==> config.mk <==
export PLATFORM = sky130hd
export DESIGN_NAME = stack_engine_flat
export DESIGN_NICKNAME = d
export VERILOG_FILES = /design/src/rtl/stack_engine_if.sv /design/src/rtl/stack_engine.sv /design/src/flat_wrapper.sv
export SDC_FILE = /design/constraint.sdc
export NUM_CORES = 1
export LEC_CHECK = 0
export CORE_MARGIN = 4
export CORE_UTILIZATION = 54
export DETAILED_ROUTE_END_ITERATION = 16
export GPL_TIMING_DRIVEN = 0
export HOLD_SLACK_MARGIN = 0.03
export PLACE_DENSITY = 0.89
export SETUP_SLACK_MARGIN = 0.5
export SLEW_MARGIN = 30
export SYNTH_ARGS = -nofsm -noshare
export SYNTH_HDL_FRONTEND = slang
export SYNTH_SLANG_ARGS = --single-unit
==> constraint.sdc <==
create_clock -name clk -period 5.1 [get_ports clk]
set_input_delay 0.51 -clock clk [delete_from_list [all_inputs] [get_ports clk]]
set_output_delay 0.51 -clock clk [all_outputs]
set_load 0.01 [all_outputs]
==> src/rtl/stack_engine_if.sv <==
// Register-file and byte-memory bus bundle for stack_engine.
// master = engine side, slave = register file / memory side.
interface stack_engine_if;
  logic [15:0] rf_rdata;
  logic [4:0]  rf_read_sel;
  logic [4:0]  rf_write_sel;
  logic        rf_write_en;
  logic [15:0] rf_wdata;
  logic [1:0]  rf_ext_op;
  logic [15:0] mem_addr;
  logic [7:0]  mem_wdata;
  logic        mem_req;
  logic        mem_we;
  logic [7:0]  mem_rdata;
  logic        mem_ready;

  modport master (
    input  rf_rdata, mem_rdata, mem_ready,
    output rf_read_sel, rf_write_sel, rf_write_en, rf_wdata, rf_ext_op,
    output mem_addr, mem_wdata, mem_req, mem_we
  );

  modport slave (
    output rf_rdata, mem_rdata, mem_ready,
    input  rf_read_sel, rf_write_sel, rf_write_en, rf_wdata, rf_ext_op,
    input  mem_addr, mem_wdata, mem_req, mem_we
  );
endinterface

==> src/rtl/stack_engine.sv <==
// PUSH/POP register-pair sequencer between the register file and a ready-handshaked byte bus.
// Define STACK_ENGINE_INC2_EN to fold the two POP increments into a single INC2 step.
module stack_engine #(
  parameter logic [3:0] SP_INDEX = 4'd8
) (
  input  logic           clk,
  input  logic           rst,
  input  logic           start,
  input  logic           op,
  input  logic [3:0]     pair_sel,
  output logic           busy,
  output logic           done,
  stack_engine_if.master bus
);
  localparam logic [3:0] S_IDLE    = 4'd0;
  localparam logic [3:0] S_LD_SP   = 4'd1;
  localparam logic [3:0] S_LD_PAIR = 4'd2;
  localparam logic [3:0] S_MEM_HI  = 4'd3;
  localparam logic [3:0] S_DEC_HI  = 4'd4;
  localparam logic [3:0] S_MEM_LO  = 4'd5;
  localparam logic [3:0] S_DEC_LO  = 4'd6;
  localparam logic [3:0] S_INC_LO  = 4'd7;
  localparam logic [3:0] S_INC_HI  = 4'd8;
  localparam logic [3:0] S_WB      = 4'd9;
  localparam logic [3:0] S_DONE    = 4'd10;

  localparam logic [1:0] EXT_INC  = 2'b01;
  localparam logic [1:0] EXT_DCR  = 2'b10;
  localparam logic       OP_PUSH  = 1'b0;
  localparam logic       OP_POP   = 1'b1;
  localparam logic [4:0] SP_SEL   = {1'b1, SP_INDEX};

`ifdef STACK_ENGINE_INC2_EN
  localparam logic [3:0] S_POP_AFTER_LO = S_MEM_HI;
  localparam logic [1:0] EXT_POP_HI     = 2'b11;
`else
  localparam logic [3:0] S_POP_AFTER_LO = S_INC_LO;
  localparam logic [1:0] EXT_POP_HI     = EXT_INC;
`endif

  logic [3:0]  state_reg, state_next;
  logic        op_reg;
  logic [3:0]  pair_sel_reg;
  logic [15:0] sp_reg, pair_reg, data_reg;
  logic        mem_fire;

  assign mem_fire = bus.mem_req && bus.mem_ready;

  always_comb begin
    state_next = state_reg;
    case (state_reg)
      S_IDLE:    if (start) state_next = S_LD_SP;
      S_LD_SP:   state_next = (op_reg == OP_POP) ? S_MEM_LO : S_LD_PAIR;
      S_LD_PAIR: state_next = S_MEM_HI;
      S_MEM_HI:  if (mem_fire) state_next = (op_reg == OP_POP) ? S_INC_HI : S_DEC_HI;
      S_DEC_HI:  state_next = S_MEM_LO;
      S_MEM_LO:  if (mem_fire) state_next = (op_reg == OP_POP) ? S_POP_AFTER_LO : S_DEC_LO;
      S_DEC_LO:  state_next = S_DONE;
      S_INC_LO:  state_next = S_MEM_HI;
      S_INC_HI:  state_next = S_WB;
      S_WB:      state_next = S_DONE;
      S_DONE:    state_next = S_IDLE;
      default:   state_next = S_IDLE;
    endcase
  end

  always_ff @(posedge clk) begin
    if (rst) begin
      state_reg    <= S_IDLE;
      op_reg       <= OP_PUSH;
      pair_sel_reg <= '0;
      sp_reg       <= '0;
      pair_reg     <= '0;
      data_reg     <= '0;
    end else begin
      state_reg <= state_next;
      if (state_reg == S_IDLE && start) begin
        op_reg       <= op;
        pair_sel_reg <= pair_sel;
      end
      if (state_reg == S_LD_SP)   sp_reg   <= bus.rf_rdata;
      if (state_reg == S_LD_PAIR) pair_reg <= bus.rf_rdata;
      if (op_reg == OP_POP && mem_fire) begin
        if (state_reg == S_MEM_LO) data_reg[7:0]  <= bus.mem_rdata;
        if (state_reg == S_MEM_HI) data_reg[15:8] <= bus.mem_rdata;
      end
    end
  end

  // Moore outputs: addresses come from the SP value latched in LD_SP, so they
  // stay put across stalls and across the SP updates issued mid-sequence.
  always_comb begin
    busy             = (state_reg != S_IDLE);
    done             = (state_reg == S_DONE);
    bus.rf_read_sel  = '0;
    bus.rf_write_sel = '0;
    bus.rf_write_en  = 1'b0;
    bus.rf_wdata     = '0;
    bus.rf_ext_op    = '0;
    bus.mem_addr     = '0;
    bus.mem_wdata    = '0;
    bus.mem_req      = 1'b0;
    bus.mem_we       = 1'b0;
    case (state_reg)
      S_LD_SP:   bus.rf_read_sel = SP_SEL;
      S_LD_PAIR: bus.rf_read_sel = {1'b1, pair_sel_reg};
      S_MEM_HI: begin
        bus.mem_req = 1'b1;
        if (op_reg == OP_PUSH) begin
          bus.mem_we    = 1'b1;
          bus.mem_addr  = sp_reg - 16'd1;
          bus.mem_wdata = pair_reg[15:8];
        end else begin
          bus.mem_addr  = sp_reg + 16'd1;
        end
      end
      S_MEM_LO: begin
        bus.mem_req = 1'b1;
        if (op_reg == OP_PUSH) begin
          bus.mem_we    = 1'b1;
          bus.mem_addr  = sp_reg - 16'd2;
          bus.mem_wdata = pair_reg[7:0];
        end else begin
          bus.mem_addr  = sp_reg;
        end
      end
      S_DEC_HI, S_DEC_LO: begin
        bus.rf_ext_op    = EXT_DCR;
        bus.rf_write_sel = SP_SEL;
      end
      S_INC_LO: begin
        bus.rf_ext_op    = EXT_INC;
        bus.rf_write_sel = SP_SEL;
      end
      S_INC_HI: begin
        bus.rf_ext_op    = EXT_POP_HI;
        bus.rf_write_sel = SP_SEL;
      end
      S_WB: begin
        bus.rf_write_en  = 1'b1;
        bus.rf_write_sel = {1'b1, pair_sel_reg};
        bus.rf_wdata     = data_reg;
      end
      default: ;
    endcase
  end
endmodule

==> src/flat_wrapper.sv <==
// flat-port wrapper written by rule: the top's interface ports become plain ports
module stack_engine_flat 
#(
  parameter logic [3:0] SP_INDEX = 4'd8
)
  (clk, rst, start, op, pair_sel, busy, done, bus_rf_rdata, bus_mem_rdata, bus_mem_ready, bus_rf_read_sel, bus_rf_write_sel, bus_rf_write_en, bus_rf_wdata, bus_rf_ext_op, bus_mem_addr, bus_mem_wdata, bus_mem_req, bus_mem_we);
  stack_engine_if bus_i ();
  input  logic clk;
  input  logic rst;
  input  logic start;
  input  logic op;
  input  logic [3:0] pair_sel;
  output logic busy;
  output logic done;
  input wire logic [$bits(bus_i.rf_rdata)-1:0] bus_rf_rdata;
  input wire logic [$bits(bus_i.mem_rdata)-1:0] bus_mem_rdata;
  input wire logic [$bits(bus_i.mem_ready)-1:0] bus_mem_ready;
  output wire logic [$bits(bus_i.rf_read_sel)-1:0] bus_rf_read_sel;
  output wire logic [$bits(bus_i.rf_write_sel)-1:0] bus_rf_write_sel;
  output wire logic [$bits(bus_i.rf_write_en)-1:0] bus_rf_write_en;
  output wire logic [$bits(bus_i.rf_wdata)-1:0] bus_rf_wdata;
  output wire logic [$bits(bus_i.rf_ext_op)-1:0] bus_rf_ext_op;
  output wire logic [$bits(bus_i.mem_addr)-1:0] bus_mem_addr;
  output wire logic [$bits(bus_i.mem_wdata)-1:0] bus_mem_wdata;
  output wire logic [$bits(bus_i.mem_req)-1:0] bus_mem_req;
  output wire logic [$bits(bus_i.mem_we)-1:0] bus_mem_we;
  assign bus_i.rf_rdata = bus_rf_rdata;
  assign bus_i.mem_rdata = bus_mem_rdata;
  assign bus_i.mem_ready = bus_mem_ready;
  assign bus_rf_read_sel = bus_i.rf_read_sel;
  assign bus_rf_write_sel = bus_i.rf_write_sel;
  assign bus_rf_write_en = bus_i.rf_write_en;
  assign bus_rf_wdata = bus_i.rf_wdata;
  assign bus_rf_ext_op = bus_i.rf_ext_op;
  assign bus_mem_addr = bus_i.mem_addr;
  assign bus_mem_wdata = bus_i.mem_wdata;
  assign bus_mem_req = bus_i.mem_req;
  assign bus_mem_we = bus_i.mem_we;
  stack_engine #(.SP_INDEX(SP_INDEX)) u_core (.clk(clk), .rst(rst), .start(start), .op(op), .pair_sel(pair_sel), .busy(busy), .done(done), .bus(bus_i));
endmodule
# Word level (Yosys, flattened, before mapping)
# Index checks and enable logic that the tools add are counted.
# op_classes
add_sub_neg	3
mux	21
eq_ne	13
reduce_logical	14
# op_table
op	count
16-bit 2-to-1 mux	3
16-bit case mux with 2 select lines	1
4-bit case mux with 8 select lines	1
5-bit case mux with 2 select lines	2
16-bit by 1-bit adder with 16-bit output, second input constant	1
4-bit by 3-bit == test with 1-bit output, second input constant	4
4-bit 2-to-1 mux	4
8-bit 2-to-1 mux	2
8-bit case mux with 2 select lines	1
16-bit by 1-bit subtractor with 16-bit output, second input constant	1
16-bit by 2-bit subtractor with 16-bit output, second input constant	1
4-bit == test, second input constant	3
2-bit OR reduction	5
4-bit by 2-bit == test with 1-bit output, second input constant	2
1-bit 2-to-1 mux	5
4-bit by 1-bit == test with 1-bit output, second input constant	1
4-bit logical NOT	1
2-bit by 1-bit != test with 1-bit output, second input constant	2
2-bit case mux with 2 select lines	1
2-bit AND reduction	2
4-bit nonzero test	1
4-bit OR reduction	1
1-bit logical AND	3
3-bit 2-to-1 mux	1
other kinds (2)	2
# totals
regBits	57
out_inout_bits	57
word_cells	58
in_bits	33

# Longest topological paths before layout
# logic_depth
depth_word	6
mapped_depth	10
mapped_depth_nobuf	8

# Worst setup path after synthesis
# Ideal clock, no wire load.
# synth_path
path_type	register -> output
start	register u_core.op_reg
end	output port bus_mem_addr[12]
arrival_time_ps	2445
required_time_ps	4590
slack_ps	2145
path_buffers	1
stages_incl_launch_ff	10
cell_sequence	dfxtp_1 buf_6 inv_1 ha_1 a21oi_1 o21ai_0 a2111oi_0 o41ai_1 xnor2_1 o22ai_1
# synth_between
elab_chain_len	2
word_cells_on_any_way	3
cone_classes	mux (3)
# synth_rtl
item	line	rtl
start: declaration	stack_engine.sv:42	logic op_reg;
start signal: assignment	stack_engine.sv:78	op_reg <= op;
16-bit 2-to-1 mux (on tied branches)	stack_engine.sv:119, stack_engine.sv:109	
16-bit case mux with 2 select lines *	stack_engine.sv:104	case (state_reg)
end: declaration	flat_wrapper.sv:23	output wire logic [$bits(bus_i.mem_addr)-1:0] bus_mem_addr;
# Mark *: on every way between the ends. The rest lies on a longest branch, timed or not.

# Final worst setup path
# Same ends and word-level chain as after synthesis.

==> flow_summary.ini <==
[yosys]
synthesis.area_um2 = 3640
syn_area_per_cell_um2 = 7.12
ys_seq_elements = 57
synth_edf_count = 0
synth.area.top_cells = dfxtp_1 31%, nand2_1 12%, a21oi_1 10%
ys.flop_type = dfxtp_1
yosys_warnings = 0
async_reset_ff_frac = 0
ys_seq_area_frac = 0.314
netlist_instances = 511
synth.top_cell.area_share = 0.314
synth_top_area_cell = dfxtp_1
synth.distinct_cells = 51
syn_nets = 560

[hold_path]
hold_class = flip-flop to flip-flop

[timing]
period_share = 0.851
fin_ws_ns = 0.760
tightest_slew_ns = 0.866
hold_viol = 0
fin_crit_ns = 4.34
slew_viol_final = 0
max_freq_mhz = 230
setup-tns-final_ns = 0
holdWs_ns = 0.451
grt_setup_unrepaired = false
fin_worst_skew_ns = 0.00453
finalSetupViolations = 0
slew-limit-headroom = 0.418

[floorplanning]
core_um2 = 6460
num_rows = 29
initial_core_util = 0.564
die_w_um = 90.1
dieArea_um2 = 8120
die_h_um = 90.1
io_pins = 90

[clocking]
cts_tree = yes
postCtsSetupRepairBufs = 0
cts-root-buf = clkbuf_8
postCtsResizedCells = 0
hold_buffers = 0
cts_buffers = 9
clkSinkCount = 57
cts.path.max_buffers = 2
clock_latency_ns = 0.34
clk_pin_slew_ns = 0.06
ctsHtreeMaxLevel = 3

[run_status]
status = finished clean

[pwr]
p_clk_frac = 0.239
power_mw = 1.56
powerDensity_nw_per_um2 = 325
switching_share = 0.373
p_comb_frac = 0.428
power.leakage_nw = 1.80
p_int_mw = 0.976
p_seq_frac = 0.333
p_sw_mw = 0.581
ir_drop_mv = 0.232

[cells_and_area]
drive_gt1_frac = 0.0423
utilization = 0.742
syn2layout_area_growth_pct = 31.6
nets = 659
antenna_cells = 0

[placement]
dp_slack_ns = 1.27
port_buffers = 88
gp_congestion = 1.02
hpwl_mm = 8.27

[worst_setup_path]
required_ns = 4.59
cp-end-kind = output port
worst_setup_path_start_kind = flip-flop
setup.worst_path.class = flip-flop to output port
cp_max_fo = 19
r2r_setup_slack_ns = 2.85
cp.arrival_ns = 3.83

[detailed_routing]
vias_per_cell = 5.95
first_pass_iters = 6
route.met3.wl_um = 979
highest_layer = met4
ant_nets = 0
drc = 0
wl_met2_mm = 5.18
finalWirelength_mm = 11.0
drt_iter0_drc = 271
m1WireLength_mm = 4.63
vias = 4120
wl_per_cell_um = 15.9

[flow_run]
max_cap_violations = 0

[grt]
grt.total_usage = 0.271
grt_pass1_wl_mm = 18.5
grt_max_degree = 20
grt_overflow = 0
grt_pass1_vias = 3913
antenna_found_initial = 0
==> synth_stat cells, types with 2 or more instances <==
library cell,count
dfxtp_1,57
or3_1,2
xnor2_1,14
mux2i_1,6
nand3_1,9
inv_1,11
clkbuf_1,26
a31oi_1,2
a21o_1,3
nor4_1,4
o22ai_1,14
o21a_1,3
buf_2,2
nand2_1,119
nand2b_1,6
nor2b_1,2
xor2_1,11
o211ai_1,2
nand4_1,2
o21ai_0,13
nand3b_1,3
nor3_1,9
nor2_1,41
or2_2,2
buf_1,2
and2_1,22
o31ai_1,2
ha_1,15
o21bai_1,3
a21oi_1,76
a22oi_1,8
==> layer usage <==
layer  track usage  vias to the layer above
li1              -                     1963
met1         0.357                     1901
met4        0.0969                        0
met2         0.436                      233
met3        0.0568                       23
met5             0                        -
==> power groups by stage <==
stage | logic, mW | clock network (mW) | registers [mW]
finish | 0.667 | 0.372 | 0.518
global route | 0.731 | 0.398 | 0.522
CTS | 0.655 | 0.374 | 0.516
detailed placement | 0.651 | 0 | 0.525
global placement | 0.629 | 0 | 0.523
floorplan | 0.480 | 0 | 0.514
==> layout make-up <==
class / count / area (um^2)
inverters: 11 / 41.3
fillers: 519 / 1670
clock inverters: 3 / 15.0
plain buffers: 31 / 126
well taps: 77 / 96.3
multi-input cells: 412 / 2330
clock buffers: 13 / 159
flip-flops and latches: 57 / 1140
repair buffers: 88 / 881
==> per-stage QoR <==
stage / instance area (um^2) / cells
2_1_floorplan: 3640 / 511
3_3_place_gp: 4620 / 676
3_5_place_dp: 4620 / 676
4_1_cts: 4790 / 692
5_1_grt: 4790 / 692
6_report: 4790 / 692
==> final timing paths <==
check	cells past startpoint	endpoint	from
max	10	bus_mem_addr[12]	u_core.op_reg
min	2	u_core.data_reg[1]	u_core.data_reg[1]
max reg2reg	7	u_core.data_reg[12]	u_core.state_reg[1]
min reg2reg	2	u_core.data_reg[1]	u_core.data_reg[1]
==> critical path, cell delays in order, from the launching register on <==
cell and delay [ns]:
dfxtp_1 0.31, buf_6 0.13, inv_1 0.45, ha_1 0.40, a21oi_1 0.26, o21ai_0 0.14
a2111oi_0 0.70, o41ai_1 0.21, xnor2_1 0.16, o22ai_1 0.15, clkdlybuf4s50_1 0.56
==> logic make-up (layout without fill, tap and decap cells) <==
family	Yosys count	count (layout)	synth area share
buffers and inverters	42	146	0.0461
adders and majority gates	16	16	0.0571
and+or+nand+nor	230	230	0.291
muxes	7	7	0.0196
AOI/OAI and AO/OA	134	134	0.213
xor gates and xnor gates	25	25	0.0602
DFF	57	57	0.314
==> layout by cell type, fill, tap and decap left out, drive strengths merged, types with 3 or more instances in the layout <==
master	synthesis	final
nand2	119	119
clkdlybuf4s50	0	88
a21oi	76	76
dfxtp	57	57
nor2	42	42
clkbuf	26	39
and2	22	22
ha	15	15
o22ai	14	14
xnor2	14	14
o21ai	13	13
inv	11	11
xor2	11	11
nand3	9	9
nor3	9	9
a22oi	8	8
nand2b	6	6
mux2i	6	6
nor4	5	5
buf	5	5
a21o	3	3
o21bai	3	3
nand3b	3	3
o21a	3	3
clkinv	0	3
or2	3	3
(Power assumes the default switching activity.)
==> variant (same settings) <==
`SP_INDEX` is set to 4'd8 in 2 places; all go to 4'd6.
--- a/src/rtl/stack_engine.sv
+++ b/src/rtl/stack_engine.sv
@@ -2,5 +2,5 @@
 // Define STACK_ENGINE_INC2_EN to fold the two POP increments into a single INC2 step.
 module stack_engine #(
-  parameter logic [3:0] SP_INDEX = 4'd8
+  parameter logic [3:0] SP_INDEX = 4'd6
 ) (
   input  logic           clk,
--- a/src/flat_wrapper.sv
+++ b/src/flat_wrapper.sv
@@ -2,5 +2,5 @@
 module stack_engine_flat 
 #(
-  parameter logic [3:0] SP_INDEX = 4'd8
+  parameter logic [3:0] SP_INDEX = 4'd6
 )
   (clk, rst, start, op, pair_sel, busy, done, bus_rf_rdata, bus_mem_rdata, bus_mem_ready, bus_rf_read_sel, bus_rf_write_sel, bus_rf_write_en, bus_rf_wdata, bus_rf_ext_op, bus_mem_addr, bus_mem_wdata, bus_mem_req, bus_mem_we);
Behaviour: not the same (Yosys sat finds a counterexample within 4 cycles, from zero or initial values and one cycle with rst high).
==> variant against the original RTL <==
Cell count increased by 0.58%; clock skew increased by 7.8 ps; power increased by 10%; non-clock buffer count decreased by 2; sequential cell count did not move; via count up 1.8%; synthesized area increased by 2.1%; setup slack gained 24 ps; register-to-register slack better by 30 ps; first-iteration DRC count grew 47%; wire length grew 6.0%; core utilization is 1.2 points higher; cell area increased by 2.7%.
==> variant: results (changes against the original RTL) <==
[layout]
drive_gt1_frac=0.05493  ; +0.01265
antennaDiodeCount=0  ; unchanged
fillers=495  ; -4.6%
final_net_count=663  ; +0.61%

[critical_path]
endpoint=bus_mem_addr[14]
r2r_cells=5  ; -2
r2r_setup_slack_ps=2880  ; +30 ps
path_max_fanout=17  ; -2
arrival_ps=3810  ; -20 ps
r2r-start=u_core.state_reg[2]$_SDFFE_PP0P_
rr_endpoint=u_core.data_reg[9]$_SDFFE_PP0P_

[grt]
grt_max_degree=18  ; -10%
grt_pass1_vias=3978  ; +1.7%
grt.total_usage=0.2761  ; +0.005421
grt_pass1_wl_microns=19040  ; +2.9%

[pwr]
leakagePower_nw=1.880  ; +4.3%
p_seq_frac=0.305  ; -0.028
p_sw_frac=0.3593  ; -0.01378
ir_drop_mv=0.2488  ; +7.2%

[placement]
io_buffers=88  ; unchanged
placed_cell_area_sq_mm=0.004692  ; +1.6%
post-place-ws_ps=1114  ; -151.7 ps
hpwl_microns=8560  ; +3.5%
gp_congestion=0.9001  ; -12%

[min_path]
min_path_type=register to register

[status]
run_status=finished, final reports clean

[sta]
setup_slack_ps=783.9  ; +23.87 ps
clock_skew_ps=12.34  ; +7.813 ps
worst_slew_pin_slew_ps=803.9  ; -62.41 ps

[synthesis]
yosys-top-cells-count=nand2_1 (125), a21oi_1 (66), dfxtp_1 (57), nor2_1 (43)
synthTopCellsByArea=dfxtp_1 (31%), nand2_1 (13%), a21oi_1 (8.9%), ha_1 (5.1%), nor2_1 (4.3%)
synth_seq_area_share=0.3072  ; -0.006336
synth_fp_nets=564  ; +0.71%

[routing]
drt-initial-drc-count=399  ; +47%
firstDrtPassIters=5  ; -1
viasPerCell=6.027  ; +1.2%
postRouteWirelength_microns=11650  ; +6.0%

[clock_network]
cts.htree.levels=3  ; unchanged

## variant: metal layers
layer,global-route usage,wire [microns]
met1,0.3458,4858
met2,0.4721,5584
met3,0.05537,935
met4,0.09673,272
met5,0,0
## variant: layout make-up
type / instances / area, sq um / area share
plain buffers: 29 / 116.4 / 0.02365
clock buffers: 11 / 151.4 / 0.03077
clock inverters: 5 / 77.57 / 0.01576
flip-flops and latches: 57 / 1141 / 0.2319
multi-input cells: 421 / 2427 / 0.4933
well taps: 77 / 96.34 / 0.01958
repair buffers: 88 / 880.8 / 0.1790
inverters: 8 / 30.03 / 0.006102
## variant: kinds of logic (layout without fill, tap and decap cells)
kind of cell	count (synthesis)	count (layout)	share of synthesized area
AOI/OAI and AO/OA	139	139	0.2253
DFF	57	57	0.3072
and+or+nand+nor	239	239	0.3048
adders and majority gates	16	16	0.05591
xor gates and xnor gates	22	22	0.05389
buffers and inverters	37	141	0.03941
muxes	5	5	0.01347
## variant: worst min path at each step
stage,from,end,slack (ps),cells after the start
after detailed placement,u_core.data_reg[4]$_SDFFE_PP0P_,u_core.data_reg[4]$_SDFFE_PP0P_,440,2
after floorplan,u_core.data_reg[0]$_SDFFE_PP0P_,u_core.data_reg[0]$_SDFFE_PP0P_,430,2
after CTS,u_core.data_reg[4]$_SDFFE_PP0P_,u_core.data_reg[4]$_SDFFE_PP0P_,450,2
after global routing,u_core.data_reg[4]$_SDFFE_PP0P_,u_core.data_reg[4]$_SDFFE_PP0P_,470,2
final,u_core.data_reg[4]$_SDFFE_PP0P_,u_core.data_reg[4]$_SDFFE_PP0P_,450,2
after global placement,u_core.data_reg[6]$_SDFFE_PP0P_,u_core.data_reg[6]$_SDFFE_PP0P_,440,2
## variant: repair_timing
action	4_1_cts	5_1_grt
hold endpoints to repair	0	0
gates resized for setup	0	1
endpoints found under the setup margin	0	1
## variant: metrics by stage
stage / hold slack (ps) / util / std cells
after floorplan: 431.7 / - / 515
after global placement: 438.3 / 0.7184 / 680
after detailed placement: 444.2 / 0.7184 / 680
after CTS: 453.5 / 0.7534 / 696
after global routing: 473.3 / 0.7534 / 696
final: 454.8 / 0.7534 / 696
## variant: power groups by stage
| stage | registers, mW | logic (mW) | clock network (mW) |
|---|---|---|---|
| after floorplan | 0.519 | 0.495 | 0 |
| after global placement | 0.528 | 0.659 | 0 |
| after detailed placement | 0.531 | 0.683 | 0 |
| after CTS | 0.521 | 0.691 | 0.488 |
| after global routing | 0.526 | 0.766 | 0.508 |
| final | 0.523 | 0.703 | 0.487 |
## variant: worst max-delay path, stage by stage, from the launching register on
cell and delay, ps:
dfxtp_1 510, buf_2 280, inv_1 300, ha_1 450
nor2b_1 190, o2111ai_1 190, a21oi_1 280, o2111ai_1 150
and3b_1 220, o31ai_1 300, clkdlybuf4s50_1 600
